### src/rtl/lpc_io_write_target.sv
// LPC I/O write target: decodes host I/O write cycles addressed to a 32-byte
// window, answers with a ready SYNC and commits the byte into the register bank.
module lpc_io_write_target #(
    parameter logic [15:0] BASE_ADDR  = 16'h0800,
    parameter logic [7:0]  HW_VERSION = 8'h01
) (
    input  logic             LpcClock,
    input  logic             PciReset,
    input  logic             LpcFrame_n,
    input  logic [3:0]       LadIn,
    output logic [3:0]       LadOut,
    output logic             LadOe,
    output logic [31:0][7:0] DataReg,
    output logic             WrStrobe,
    output logic [7:0]       WrAddr,
    output logic [7:0]       WrData
);

    localparam logic [3:0] LAD_START  = 4'h0;
    localparam logic [3:0] CYC_IO_WR  = 4'b0010;
    localparam logic [3:0] LAD_SYNC   = 4'h0;
    localparam logic [3:0] LAD_IDLE   = 4'hF;

    typedef enum logic [3:0] {
        ST_IDLE  = 4'd0,
        ST_START = 4'd1,
        ST_ADDR  = 4'd2,
        ST_DATA  = 4'd3,
        ST_HTAR0 = 4'd4,
        ST_HTAR1 = 4'd5,
        ST_SYNC  = 4'd6,
        ST_TTAR  = 4'd7,
        ST_SKIP  = 4'd8
    } state_e;

    state_e            state_q;
    logic [1:0]        cnt_q;
    logic [15:0]       addr_q;
    logic [7:0]        data_q;
    logic [3:0]        lad_out_q;
    logic              lad_oe_q;
    logic              wr_stb_q;
    logic [4:0]        wr_addr_q;
    logic [7:0]        wr_data_q;
    logic [31:0][7:0]  bank_q;

    // Cycle decoder, bus drive and register bank, all in one registered FSM.
    always_ff @(posedge LpcClock or negedge PciReset) begin
        if (!PciReset) begin
            state_q   <= ST_IDLE;
            cnt_q     <= 2'd0;
            addr_q    <= 16'h0000;
            data_q    <= 8'h00;
            lad_out_q <= LAD_IDLE;
            lad_oe_q  <= 1'b0;
            wr_stb_q  <= 1'b0;
            wr_addr_q <= 5'd0;
            wr_data_q <= 8'h00;
            bank_q    <= {{31{8'h00}}, HW_VERSION};
        end else begin
            wr_stb_q <= 1'b0;
            if (!LpcFrame_n) begin
                // LFRAME# low always restarts framing; any pending write is dropped.
                lad_oe_q  <= 1'b0;
                lad_out_q <= LAD_IDLE;
                cnt_q     <= 2'd0;
                state_q   <= (LadIn == LAD_START) ? ST_START : ST_IDLE;
            end else begin
                case (state_q)
                    ST_IDLE, ST_SKIP: begin
                        state_q <= state_q;
                    end
                    ST_START: begin
                        cnt_q   <= 2'd0;
                        state_q <= (LadIn == CYC_IO_WR) ? ST_ADDR : ST_SKIP;
                    end
                    ST_ADDR: begin
                        addr_q <= {addr_q[11:0], LadIn};
                        if (cnt_q == 2'd3) begin
                            cnt_q   <= 2'd0;
                            state_q <= ST_DATA;
                        end else begin
                            cnt_q <= cnt_q + 2'd1;
                        end
                    end
                    ST_DATA: begin
                        if (cnt_q[0] == 1'b0) begin
                            data_q[3:0] <= LadIn;
                            cnt_q       <= 2'd1;
                        end else begin
                            data_q[7:4] <= LadIn;
                            cnt_q       <= 2'd0;
                            state_q     <= (addr_q[15:5] == BASE_ADDR[15:5]) ? ST_HTAR0 : ST_SKIP;
                        end
                    end
                    ST_HTAR0: begin
                        state_q <= ST_HTAR1;
                    end
                    ST_HTAR1: begin
                        lad_oe_q  <= 1'b1;
                        lad_out_q <= LAD_SYNC;
                        state_q   <= ST_SYNC;
                    end
                    ST_SYNC: begin
                        // Offset 0 holds the read-only hardware version.
                        if (addr_q[4:0] != 5'd0) begin
                            bank_q[addr_q[4:0]] <= data_q;
                        end
                        wr_stb_q  <= 1'b1;
                        wr_addr_q <= addr_q[4:0];
                        wr_data_q <= data_q;
                        lad_out_q <= LAD_IDLE;
                        state_q   <= ST_TTAR;
                    end
                    ST_TTAR: begin
                        lad_oe_q  <= 1'b0;
                        lad_out_q <= LAD_IDLE;
                        state_q   <= ST_IDLE;
                    end
                    default: begin
                        lad_oe_q  <= 1'b0;
                        lad_out_q <= LAD_IDLE;
                        state_q   <= ST_IDLE;
                    end
                endcase
            end
        end
    end

    assign LadOut   = lad_out_q;
    assign LadOe    = lad_oe_q;
    assign DataReg  = bank_q;
    assign WrStrobe = wr_stb_q;
    assign WrAddr   = {3'b000, wr_addr_q};
    assign WrData   = wr_data_q;

endmodule

### config.mk
export PLATFORM = sky130hd
export DESIGN_NAME = lpc_io_write_target
export DESIGN_NICKNAME = d
export VERILOG_FILES = /design/src/rtl/lpc_io_write_target.sv
export SDC_FILE = /design/constraint.sdc
export NUM_CORES = 1
export LEC_CHECK = 0
export BUFFER_PORTS_ARGS = -buffer_cell sky130_fd_sc_hd__clkbuf_2
export CAP_MARGIN = 5
export CORE_UTILIZATION = 40
export CTS_CLUSTER_SIZE = 16
export DETAILED_ROUTE_END_ITERATION = 6
export GPL_TIMING_DRIVEN = 0
export RECOVER_POWER = 25
export SYNTH_ARGS = -nofsm -noshare
export SYNTH_HDL_FRONTEND = slang
export SYNTH_SLANG_ARGS = --single-unit
### constraint.sdc
create_clock -name LpcClock -period 2.4 [get_ports LpcClock]
set_input_delay 0 -clock LpcClock [delete_from_list [all_inputs] [get_ports LpcClock]]
set_output_delay 0 -clock LpcClock [all_outputs]
set_load 0.05 [all_outputs]
# Word level (Yosys, flattened, before mapping)
# Cells that the tools add are included.
# word_totals
ff_bits	305
word_cells	95
# classes
add_sub_neg	1
magnitude_cmp	2
eq_ne	16
muxes	20
bitwise_logic	1
reduce_logical	13
# ops
operator	count
256-bit bitwise mux	1
8-bit demux with 5-bit select	1
4-bit case mux with 7 select lines	1
4-bit two-way mux	6
4-bit by 2-bit equality test with 1-bit output, second input constant	3
4-bit by 3-bit equality test with 1-bit output, second input constant	3
3-bit AND reduction	4
11-bit by 7-bit equality test with 1-bit output, second input constant	1
4-bit zero test	2
8-bit two-way mux	1
4-bit case mux with 2 select lines	1
7-bit OR reduction	1
5-bit by 6-bit < comparator with 1-bit output, second input constant	1
2-bit != test, second input constant	3
3-bit != test, second input constant	2
2-bit case mux with 3 select lines	1
6-bit OR reduction	1
5-bit by 1-bit >= comparator with 1-bit output, second input constant	1
1-bit two-way mux	5
5-bit nonzero test	1
4-bit by 1-bit equality test with 1-bit output, second input constant	1
4-bit equality test, second input constant	1
2-bit two-way mux	2
4-bit by 1-bit != test with 1-bit output, second input constant	1
other kinds (7)	8

# Longest topological paths before layout
# depth
depth_word	5
depth_mapped	6

# Worst setup path after synthesis
# No wires, ideal clock.
# synth_timing
path_kind	register to register
start	register addr_q[3]
end	register bank_q, in the netlist DataReg[128]
arrival_ns	2.047
required_time_ns	2.275
path_slack_ns	0.228
stages_incl_launch_ff	7
path_buffers	3
cell_sequence	dfrtp_1 buf_6 or4b_4 buf_6 or4_4 buf_6 mux2_4
# synth_between
elab_chain_len	5
word_cells_on_any_way	8
cone_classes	order compare (2); mux (3); reduce/logical (3)
# synth_rtl
element	line	source
start: declaration	38	logic [15:0] addr_q;
start signal: assignment	78	addr_q <= {addr_q[11:0], LadIn};
5-bit by 6-bit < comparator with 1-bit output (not written as such) / 5-bit by 1-bit >= comparator with 1-bit output (equally long branches)	107	bank_q[addr_q[4:0]] <= data_q;
1-bit logical AND (not written as such)	107	
8-bit two-way mux (not written as such)	107	
8-bit demux with 5-bit select	107	
256-bit bitwise mux	107	
end signal: assignment	59	bank_q <= {{31{8'h00}}, HW_VERSION};
end signal: indexed assignment	107	
end: declaration	45	logic [31:0][7:0] bank_q;
# Several ways; a longest one is shown, not always the timed one.
# A chain may end at the register's enable or synchronous reset.

# Worst setup path in the final report
# layout_timing
start	register state_q[2]
end	register bank_q, in the netlist DataReg[101]
# layout_between
elab_chain_len	2
# layout_rtl
element	line	source
start: declaration	36	state_e state_q;
start signal: assignment	67	state_q <= (LadIn == LAD_START) ? ST_START : ST_IDLE;
start signal: assignment	71	state_q <= state_q;
start signal: assignment	75	state_q <= (LadIn == CYC_IO_WR) ? ST_ADDR : ST_SKIP;
4-bit by 3-bit equality test with 1-bit output	69	case (state_q)
3-bit AND reduction (no line)	--	
# No other way between the ends.

==> impl_metrics.env <==
export IMPL_syn_avg_cell_area_sq_um=15.6
export IMPL_report_final_setup_viol=0
export IMPL_grt_antenna_before_repair=1
export IMPL_drt_pass1_iterations=4
export IMPL_critPathKind="flip-flop to flip-flop"
export IMPL_ys_top_cells_by_area="dfrtp_1 (63%), mux2_2 (26%), clkbuf_1 (1.8%)"
export IMPL_synth_ff_latch_count=302
export IMPL_synth_edf_count=0
export IMPL_routabilityCongestion=0.803
export IMPL_globalRoute_totalOverflow=0
export IMPL_setup_worst_path_end_class="flip-flop"
export IMPL_ys_async_sr_fraction_pct=100
export IMPL_floorplan_initialDensity_pct=41.0
export IMPL_vias_per_cell=4.96
export IMPL_power_switching_mw=2.93
export IMPL_coreArea_sq_mm=0.0289
export IMPL_tightestPinTransition_ns=1.50
export IMPL_relSlewSlack_pct=0.280
export IMPL_outcome="finished clean"
export IMPL_critical_path_required_ns=2.78
export IMPL_core_rowCount=62
export IMPL_finalCriticalPeriod_ns=2.40
export IMPL_finalHoldViolCount=0
export IMPL_swShare_pct=24.5
export IMPL_numClockSinks=302
export IMPL_tritoncts="done"
export IMPL_report_final_slew_viol_count=0
export IMPL_p_leak_nw=8.29
export IMPL_rsz0062_at_grt="true"
export IMPL_critical_path_startpoint_category="flip-flop"
export IMPL_irDropWorstVdd_mv=0.496
export IMPL_timing_clock_skew_ns=0.0109
export IMPL_first_global_vias=7840
export IMPL_cts_buffers_inserted=35
export IMPL_clkTransAtPathRegs_ns=0.06
export IMPL_max_clock_freq_mhz=417
export IMPL_yosysWarnings=0
export IMPL_worstPathMaxFanout=10
export IMPL_synth_main_ff_cell="dfrtp_1"
export IMPL_groute_usage_overall_pct=20.6
export IMPL_postLayoutCellArea_sq_mm=0.0153
export IMPL_vias=7473
export IMPL_dpl_cell_count=1432
export IMPL_finalPower_mw=12.0
export IMPL_route_detailed_wl_per_inst_um=20.3
export IMPL_combined_flip_flop_and_latch_cell_area_sq_mm=0.00756
export IMPL_netlist_area_leader_share_pct=63.2
export IMPL_insertion_delay_ns=0.51
export IMPL_die_width_um=174
export IMPL_p_per_area_mw_per_mm2=781
export IMPL_post_dp_cell_area_sq_mm=0.0139
export IMPL_post_route_drc_count=0
export IMPL_sequentialPowerShare_pct=45.1
export IMPL_cts_buffer_depth=3
export IMPL_nNetsFinal=1108
export IMPL_post_synth_inst_count=762
export IMPL_seq_area_frac_synth_pct=63.7
export IMPL_fill_cells=2576
export IMPL_grt_max_degree=108
export IMPL_type_of_the_most_critical_hold_path="input pin to asynchronous set/reset pin"
export IMPL_grt_pass1_wl_um=48000
export IMPL_period_share_pct=99.9
export IMPL_max_cap_viol_count=0
export IMPL_drt_total_wl_um=30600
export IMPL_htree_levels=2
export IMPL_internal_power_mw=9.02
export IMPL_finish_cell_count_without_fillers=1508
export IMPL_post_route_cells_drive_above_1_share_pct=59.9
export IMPL_dp_hpwl_um=21000
export IMPL_drt_antenna_violating_nets=0
export IMPL_mostFrequentLayoutCells="dfrtp_1 (300), clkbuf_2 (286), mux2_2 (277), clkbuf_1 (57), clkbuf_16 (37)"
export IMPL_die_y_um=174
export IMPL_drtIter0Drc=346
export IMPL_input_output_buffers=281
export IMPL_floorplan_die_area_sq_mm=0.0304
export IMPL_worst_endpoint_arrival_ns=2.78
export IMPL_yosysUniqueCellTypes=44
export IMPL_multiInputGateArea_sq_mm=0.00409
export IMPL_clkPwrFrac_pct=46.0
export IMPL_final_common_cell="dfrtp_1"
export IMPL_comb_power_share_pct=8.8
export IMPL_whs_ns=0.220
export IMPL_ios=285
export IMPL_fin_util_pct=52.9
export IMPL_syn_cell_area_sq_mm=0.0119
export IMPL_area_growth_from_synthesis_to_layout_pct=28.8
export IMPL_synthDominantAreaCellType="dfrtp_1"
export IMPL_cts_root_buffer="clkbuf_16"
[power by group through the flow]
| stage | clock (mW) | sequential [mW] | combinational (mW) |
|---|---|---|---|
| 3_5_place_dp | 0 | 5.49 | 1.01 |
| 6_report | 5.50 | 5.39 | 1.06 |
| 5_1_grt | 5.86 | 5.41 | 1.18 |
| 3_3_place_gp | 0 | 5.48 | 0.982 |
| 4_1_cts | 5.63 | 5.39 | 1.09 |
| 2_1_floorplan | 0 | 5.44 | 0.597 |
[through the flow]
| stage | setup TNS (ns) | setup slack (ns) |
|---|---|---|
| floorplan | 0 | 0.228 |
| finish | 0 | 0.00135 |
| global placement | -1599.04 | -5.32 |
| detailed placement | -15.19 | -0.241 |
| global route | -9.88 | -0.179 |
| CTS | 0 | 0.0182 |
[layout make-up]
| cell class | count | area share, % |
|---|---|---|
| inverter | 6 | 0.147 |
| timing repair buffer | 299 | 10.6 |
| sequential | 302 | 49.4 |
| clock buffer | 50 | 6.83 |
| antenna | 1 | 0.0164 |
| clock inverter | 10 | 1.01 |
| tap | 384 | 3.14 |
| buffer | 70 | 2.12 |
| multi-input combinational | 386 | 26.7 |
[cells by family after synthesis]
| group | count (synthesis) | share of synthesized area, % |
|---|---|---|
| flip-flops | 302 | 63.7 |
| multiplexers | 285 | 27.3 |
| buffers and inverters | 76 | 2.81 |
| AND/OR/NAND/NOR | 76 | 4.87 |
| AO/OA/AOI/OAI | 21 | 1.24 |
| adder cells (fa/ha/maj) | 1 | 0.105 |
| other | 1 | 0.0316 |
[synth_stat cells, types with 4 or more instances]
library cell and number:
dfrtp_1 300, mux2_2 277, clkbuf_1 57, nor3_2 16
nand3_1 13, mux2_4 8, buf_4 6, inv_1 6
nand2b_1 6, o21ai_0 6, nand4bb_1 4, nor4bb_1 4
or4_1 4
[critical path, stage by stage (launching register included)]
cell and delay (ns):
dfrtp_1 0.32, clkbuf_1 0.24, nor4bb_1 0.39, clkbuf_1 0.37
nand3_1 0.51, mux2_2 0.44
[timing repair]
action,in CTS,in global routing
buffers inserted,7,1
gates resized for setup,20,11
cloned,0,0
pin swaps,3,2
hold buffers,7,0
setup endpoints to repair,121,167
hold endpoints to repair,236,0
[flip-flops by register name (all words and copies together), names as in the netlist]
signal / flops
wr_addr_q: 5
LadOe: 1
state_q: 4
LadOut: 1
WrData: 8
WrStrobe: 1
data_q: 8
cnt_q: 2
DataReg: 256
addr_q: 16
[routing by layer]
layer | part of all wire, % | global-route usage (%) | vias to the layer above
li1 | - | - | 3373
met1 | 44 | 28.0 | 3821
met2 | 46 | 32.3 | 232
met3 | 7.3 | 5.99 | 47
met4 | 2.0 | 5.12 | 0
met5 | 0 | 0 | -
[final timing paths]
path | startpoint | endpoint | slack, ns | cells after the start
min reg2reg | DataReg[0] | DataReg[0] | 0.44 | 1
max in group asynchronous | PciReset | DataReg[144] | 0.62 | 3
max reg2reg | state_q[2] | DataReg[101] | 0.001 | 5
min in group LpcClock | LadIn[2] | addr_q[2] | 0.38 | 3
min | PciReset | DataReg[0] | 0.22 | 2
max | state_q[2] | DataReg[101] | 0.001 | 5
No activity file was read; power rests on OpenSTA's default activity.
